--- config.mk ---
export PLATFORM = sky130hd
export DESIGN_NAME = alu_addsub_acc
export DESIGN_NICKNAME = d
export VERILOG_FILES = /design/src/rtl/alu_addsub_acc.sv
export SDC_FILE = /design/constraint.sdc
export NUM_CORES = 1
export LEC_CHECK = 0
export CAP_MARGIN = 20
export CORE_UTILIZATION = 54
export DETAILED_ROUTE_END_ITERATION = 7
export DONT_BUFFER_PORTS = 1
export PLACE_DENSITY = 0.69
export SYNTH_ARGS = -nofsm -noshare
export SYNTH_HDL_FRONTEND = slang
export SYNTH_SLANG_ARGS = --single-unit
--- constraint.sdc ---
create_clock -name clk -period 4.75 [get_ports clk]
set_input_delay 0.475 -clock clk [delete_from_list [all_inputs] [get_ports clk]]
set_output_delay 0.475 -clock clk [all_outputs]
set_load 0.02 [all_outputs]
--- src/rtl/alu_addsub_acc.sv ---
// Registered add/subtract/compare unit with an internal accumulator behind a
// valid/ready handshake; result and flags are held until the consumer drains them.
module alu_addsub_acc #(
   parameter int WIDTH    = 8,
   parameter bit SIGNED   = 1'b0,
   parameter bit SATURATE = 1'b0
) (
   input  logic             clk,
   input  logic             rst_n,
   input  logic             in_valid,
   output logic             in_ready,
   input  logic [2:0]       op,
   input  logic [WIDTH-1:0] a,
   input  logic [WIDTH-1:0] b,
   output logic             out_valid,
   input  logic             out_ready,
   output logic [WIDTH-1:0] result,
   output logic             c_out,
   output logic             ovf,
   output logic             alb,
   output logic             agb,
   output logic             aeb,
   output logic             err,
   output logic [WIDTH-1:0] acc
);

   localparam logic [2:0] OP_ADD     = 3'b000;
   localparam logic [2:0] OP_SUB     = 3'b001;
   localparam logic [2:0] OP_ACC_ADD = 3'b010;
   localparam logic [2:0] OP_ACC_SUB = 3'b011;
   localparam logic [2:0] OP_LOAD    = 3'b100;
   localparam logic [2:0] OP_CLR     = 3'b101;
   localparam logic [2:0] OP_CMP     = 3'b110;

   localparam logic [WIDTH-1:0] ZERO = {WIDTH{1'b0}};
   localparam logic [WIDTH-1:0] ONES = {WIDTH{1'b1}};
   localparam logic [WIDTH-1:0] SMAX = {1'b0, {(WIDTH-1){1'b1}}};
   localparam logic [WIDTH-1:0] SMIN = {1'b1, {(WIDTH-1){1'b0}}};

   logic             out_valid_q, out_valid_d;
   logic [WIDTH-1:0] result_q, result_d;
   logic             c_q, c_d, ovf_q, ovf_d;
   logic             lt_q, lt_d, gt_q, gt_d, eq_q, eq_d;
   logic             err_q, err_d;
   logic [WIDTH-1:0] acc_q, acc_d;

   logic             accept_s, sub_s, acc_op_s;
   logic [WIDTH-1:0] x_s, y_s, raw_s, sat_s, arith_s;
   logic [WIDTH:0]   sum_s;
   logic             carry_s, sovf_s, uovf_s, ovf_s;
   logic             lt_s, gt_s, eq_s;

   assign in_ready = ~out_valid_q | out_ready;
   assign accept_s = in_valid & in_ready;

   assign acc_op_s = (op == OP_ACC_ADD) || (op == OP_ACC_SUB);
   assign sub_s    = (op == OP_SUB) || (op == OP_ACC_SUB) || (op == OP_CMP);
   assign x_s      = acc_op_s ? acc_q : a;
   assign y_s      = sub_s ? ~b : b;

   // Subtract is X + ~Y + 1 so c_out doubles as the no-borrow indication.
   assign sum_s   = {1'b0, x_s} + {1'b0, y_s} + {{WIDTH{1'b0}}, sub_s};
   assign raw_s   = sum_s[WIDTH-1:0];
   assign carry_s = sum_s[WIDTH];
   assign sovf_s  = (x_s[WIDTH-1] == y_s[WIDTH-1]) && (raw_s[WIDTH-1] != x_s[WIDTH-1]);
   assign uovf_s  = sub_s ? ~carry_s : carry_s;
   assign ovf_s   = SIGNED ? sovf_s : uovf_s;
   assign eq_s    = (x_s == b);

   // Clamp value chosen by overflow direction: signed uses X's sign, unsigned uses add/sub.
   always_comb begin
      if (SIGNED) begin
         sat_s = x_s[WIDTH-1] ? SMIN : SMAX;
      end else begin
         sat_s = sub_s ? ZERO : ONES;
      end
      if (SATURATE && ovf_s) begin
         arith_s = sat_s;
      end else begin
         arith_s = raw_s;
      end
   end

   // Magnitude compare of X against the raw operand B, ignoring any clamping.
   always_comb begin
      if (SIGNED && (x_s[WIDTH-1] != b[WIDTH-1])) begin
         lt_s = x_s[WIDTH-1];
         gt_s = b[WIDTH-1];
      end else begin
         lt_s = (x_s < b);
         gt_s = (x_s > b);
      end
   end

   // Next-state selection: load a new result on accept, clear valid on a bare drain.
   always_comb begin
      out_valid_d = out_valid_q;
      result_d    = result_q;
      c_d         = c_q;
      ovf_d       = ovf_q;
      lt_d        = lt_q;
      gt_d        = gt_q;
      eq_d        = eq_q;
      err_d       = err_q;
      acc_d       = acc_q;
      if (accept_s) begin
         out_valid_d = 1'b1;
         c_d         = 1'b0;
         ovf_d       = 1'b0;
         lt_d        = lt_s;
         gt_d        = gt_s;
         eq_d        = eq_s;
         err_d       = 1'b0;
         case (op)
            OP_ADD, OP_SUB: begin
               result_d = arith_s;
               c_d      = carry_s;
               ovf_d    = ovf_s;
            end
            OP_ACC_ADD, OP_ACC_SUB: begin
               result_d = arith_s;
               c_d      = carry_s;
               ovf_d    = ovf_s;
               acc_d    = arith_s;
            end
            OP_LOAD: begin
               result_d = a;
               acc_d    = a;
            end
            OP_CLR: begin
               result_d = ZERO;
               acc_d    = ZERO;
            end
            OP_CMP: begin
               result_d = raw_s;
               c_d      = carry_s;
               ovf_d    = ovf_s;
            end
            default: begin
               result_d = ZERO;
               lt_d     = 1'b0;
               gt_d     = 1'b0;
               eq_d     = 1'b0;
               err_d    = 1'b1;
            end
         endcase
      end else if (out_ready) begin
         out_valid_d = 1'b0;
      end else begin
         out_valid_d = out_valid_q;
      end
   end

   // Output and accumulator registers.
   always_ff @(posedge clk or negedge rst_n) begin
      if (!rst_n) begin
         out_valid_q <= 1'b0;
         result_q    <= ZERO;
         c_q         <= 1'b0;
         ovf_q       <= 1'b0;
         lt_q        <= 1'b0;
         gt_q        <= 1'b0;
         eq_q        <= 1'b0;
         err_q       <= 1'b0;
         acc_q       <= ZERO;
      end else begin
         out_valid_q <= out_valid_d;
         result_q    <= result_d;
         c_q         <= c_d;
         ovf_q       <= ovf_d;
         lt_q        <= lt_d;
         gt_q        <= gt_d;
         eq_q        <= eq_d;
         err_q       <= err_d;
         acc_q       <= acc_d;
      end
   end

   assign out_valid = out_valid_q;
   assign result    = result_q;
   assign c_out     = c_q;
   assign ovf       = ovf_q;
   assign alb       = lt_q;
   assign agb       = gt_q;
   assign aeb       = eq_q;
   assign err       = err_q;
   assign acc       = acc_q;

endmodule

==> load_flow_metrics.sql <==
INSERT INTO impl_metrics (metric_group, metric, value, unit) VALUES
('status', 'run_status', 'finished, final reports clean', ''),
('clocking', 'cts_resized', '0', ''),
('synth', 'synthMostInstantiatedCell', 'sky130_fd_sc_hd__nand2_1', ''),
('floorplan', 'fp.dieW', '59.6', 'um'),
('global_route', 'grt_pass1_vias', '1351', ''),
('clocking', 'cts_root_buffer', 'sky130_fd_sc_hd__clkbuf_4', ''),
('route', 'drtIter0Drc', '87', ''),
('critical_path', 'reg2reg_setup_slack', '2.21', 'ns'),
('power', 'power.density', '405', 'mW/mm2'),
('synth', 'synth_ff_type', 'sky130_fd_sc_hd__dfrtp_1', ''),
('critical_path', 'crit_path_end_kind', 'flop', ''),
('hold_path', 'holdPathEnd', 'out_valid', ''),
('cells_and_area', 'stdcell_count', '242', ''),
('route', 'firstDrtPassIters', '4', ''),
('clocking', 'cts_sinks', '23', ''),
('synth', 'synthesis.instances', '200', ''),
('clocking', 'clock_tree.buffer_depth', '2', ''),
('global_route', 'antenna_violations_before_repair', '0', ''),
('synth', 'synth_top_area_cell', 'sky130_fd_sc_hd__dfrtp_1', ''),
('synth', 'yosys_warnings', '0', ''),
('floorplan', 'dieHeight', '59.6', 'um'),
('global_route', 'total_congestion_overflow', '0', ''),
('timing', 'timing.final.hold_violations', '0', ''),
('clocking', 'cts_tree', 'done', ''),
('timing', 'setup-violations-final', '0', ''),
('critical_path', 'crit_path_start_kind', 'input pin', ''),
('clocking', 'cts_made_buffers', '3', ''),
('critical_path', 'timing.critical_path.from', 'op[2]', ''),
('cells_and_area', 'post-route-util', '0.601', ''),
('critical_path', 'worst-endpoint-required', '4.96', 'ns'),
('cells_and_area', 'area_growth_syn_to_layout', '4.05', '%'),
('global_route', 'grt_start_max_net_pins', '28', ''),
('clocking', 'clk_pin_slew_worst_setup_hold_paths', '0.12', 'ns'),
('global_route', 'groute.usage.overall', '0.235', ''),
('timing', 'layout_skew', '0.00277', 'ns'),
('route', 'post-route-drc-count', '0', ''),
('synth', 'asyncSetResetFlopFracSynth', '1.00', ''),
('synth', 'synth_nets', '241', ''),
('place', 'dp_worst_setup_slack', '1.58', 'ns'),
('floorplan', 'floorplan.rows', '20', ''),
('synth', 'synth.top_cells.by_area', 'sky130_fd_sc_hd__dfrtp_1 (32%), sky130_fd_sc_hd__ha_1 (12%), sky130_fd_sc_hd__nand2_1 (5.9%), sky130_fd_sc_hd__xnor2_1 (4.9%), sky130_fd_sc_hd__mux2_2 (4.4%)', ''),
('place', 'finalWeightedCongestion', '0.925', ''),
('synth', 'synth_seq_area_share', '0.321', ''),
('clocking', 'postCtsSetupRepairBufs', '0', ''),
('global_route', 'grt-busiest-layer', 'met2', ''),
('synth', 'syn-mean-instance-area', '8.96', 'um2'),
('timing', 'grt_setup_unrepaired', 'no', ''),
('hold_path', 'hold_path_depth', '1', ''),
('power', 'power_leakage', '0.825', 'nW'),
('cells_and_area', 'num-nets-final', '240', ''),
('route', 'drt-vias-per-instance', '5.78', ''),
('critical_path', 'crit_arrival', '3.05', 'ns'),
('timing', 'timing.setup.tns', '0', 'ns'),
('floorplan', 'core_area', '0.00310', 'mm2'),
('timing', 'finalCriticalPeriod', '2.84', 'ns'),
('critical_path', 'worstReg2RegEnd', 'ovf', ''),
('place', 'place_inst', '236', ''),
('hold_path', 'worst_hold_path_type', 'input pin to flop', ''),
('floorplan', 'boundaryPins', '47', ''),
('run', 'maxCapViolations', '0', ''),
('timing', 'fmax', '352', 'MHz'),
('critical_path', 'worstReg2RegStart', 'acc[1]', ''),
('synth', 'postSynthRegisterBits', '23', ''),
('synth', 'synth_common_cells', 'sky130_fd_sc_hd__nand2_1 (28), sky130_fd_sc_hd__dfrtp_1 (23), sky130_fd_sc_hd__ha_1 (17)', ''),
('hold_path', 'worst_hold_startpoint', 'in_valid', ''),
('global_route', 'grt_pass1_wl', '6.28', 'mm'),
('synth', 'mappedNetlistArea', '0.00179', 'mm2'),
('global_route', 'grt_use_met1', '0.329', ''),
('timing', 'drv_slew', '0', ''),
('place', 'io_buffers', '0', ''),
('synth', 'synth.lib_cells_used.distinct', '37', '');
[registers in the layout (all words and copies together), names as in the netlist]
signal,flops
acc,8
result,8
aeb,1
agb,1
alb,1
c_out,1
err,1
out_valid,1
ovf,1
[where the power goes]
part           leakage [nW]  switching (mW)  internal, mW
logic                 0.519           0.164         0.127
clock network        0.0150          0.0603        0.0329
registers             0.291           0.120         0.251
total                 0.825           0.344         0.411
[per-stage QoR]
| step | hold WS (ns) | cell area (um2) | power (mW) |
|---|---|---|---|
| 6_report | 0.260 | 1860 | 0.755 |
| 5_1_grt | 0.260 | 1860 | 0.809 |
| 4_1_cts | 0.263 | 1840 | 0.753 |
| 3_5_place_dp | 0.180 | 1800 | 0.656 |
| 3_3_place_gp | 0.180 | 1800 | 0.645 |
| 2_1_floorplan | 0.179 | 1790 | 0.593 |
[final cells by class]
cell class	instances	area [um2]	share of cell area
flip-flops and latches	23	576	0.309
inverters	11	41.3	0.0221
clock buffers	4	26.3	0.0141
multi-input cells	157	1120	0.601
well taps	44	55.1	0.0295
repair buffers	3	45.0	0.0242
[how the worst max path moves through the flow]
stage,end,cells after the start
5_1_grt,result[6],11
4_1_cts,ovf,10
2_1_floorplan,result[6],11
3_5_place_dp,ovf,10
3_3_place_gp,result[6],10
6_report,ovf,10
[critical path, stage by stage]
cell and delay [ns]:
sky130_fd_sc_hd__inv_1 0.09, sky130_fd_sc_hd__ha_1 0.45, sky130_fd_sc_hd__mux2_2 0.44, sky130_fd_sc_hd__fa_1 0.46
sky130_fd_sc_hd__a21o_1 0.20, sky130_fd_sc_hd__a21oi_1 0.26, sky130_fd_sc_hd__o21ai_0 0.12, sky130_fd_sc_hd__a31oi_1 0.29
sky130_fd_sc_hd__xor2_1 0.18, sky130_fd_sc_hd__o21ai_0 0.08
[kinds of logic (layout without fill, tap and decap cells)]
group                    count (synthesis)  after routing  synth area share
AND/OR/NAND/NOR                         63             63             0.162
AO/OA/AOI/OAI                           52             52             0.198
flip-flops                              23             23             0.321
buffers and inverters                   20             18            0.0531
adder cells (fa/ha/maj)                 18             18             0.130
XOR/XNOR                                15             15            0.0733
multiplexers                             9              9            0.0622
[metal layers]
metal | part of all wire | vias up
li1 | - | 707
met1 | 0.47 | 639
met2 | 0.47 | 50
met3 | 0.058 | 2
met4 | 0.0046 | 0
met5 | 0 | -
[cells in the final DEF, fill, tap and decap left out, types with 4 or more instances in the layout]
master	instances
sky130_fd_sc_hd__nand4_1	5
sky130_fd_sc_hd__ha_1	17
sky130_fd_sc_hd__a21oi_1	9
sky130_fd_sc_hd__nand2_1	28
sky130_fd_sc_hd__nand2b_1	4
sky130_fd_sc_hd__nand3_1	4
sky130_fd_sc_hd__inv_1	11
sky130_fd_sc_hd__nor3_1	5
sky130_fd_sc_hd__a31oi_1	5
sky130_fd_sc_hd__o21ai_0	14
sky130_fd_sc_hd__xnor2_1	10
sky130_fd_sc_hd__xor2_1	5
sky130_fd_sc_hd__nor2_1	10
sky130_fd_sc_hd__o21ai_2	4
sky130_fd_sc_hd__dfrtp_1	23
sky130_fd_sc_hd__a21o_1	4
sky130_fd_sc_hd__o221ai_1	6
sky130_fd_sc_hd__mux2_2	7
(Power assumes the default switching activity.)
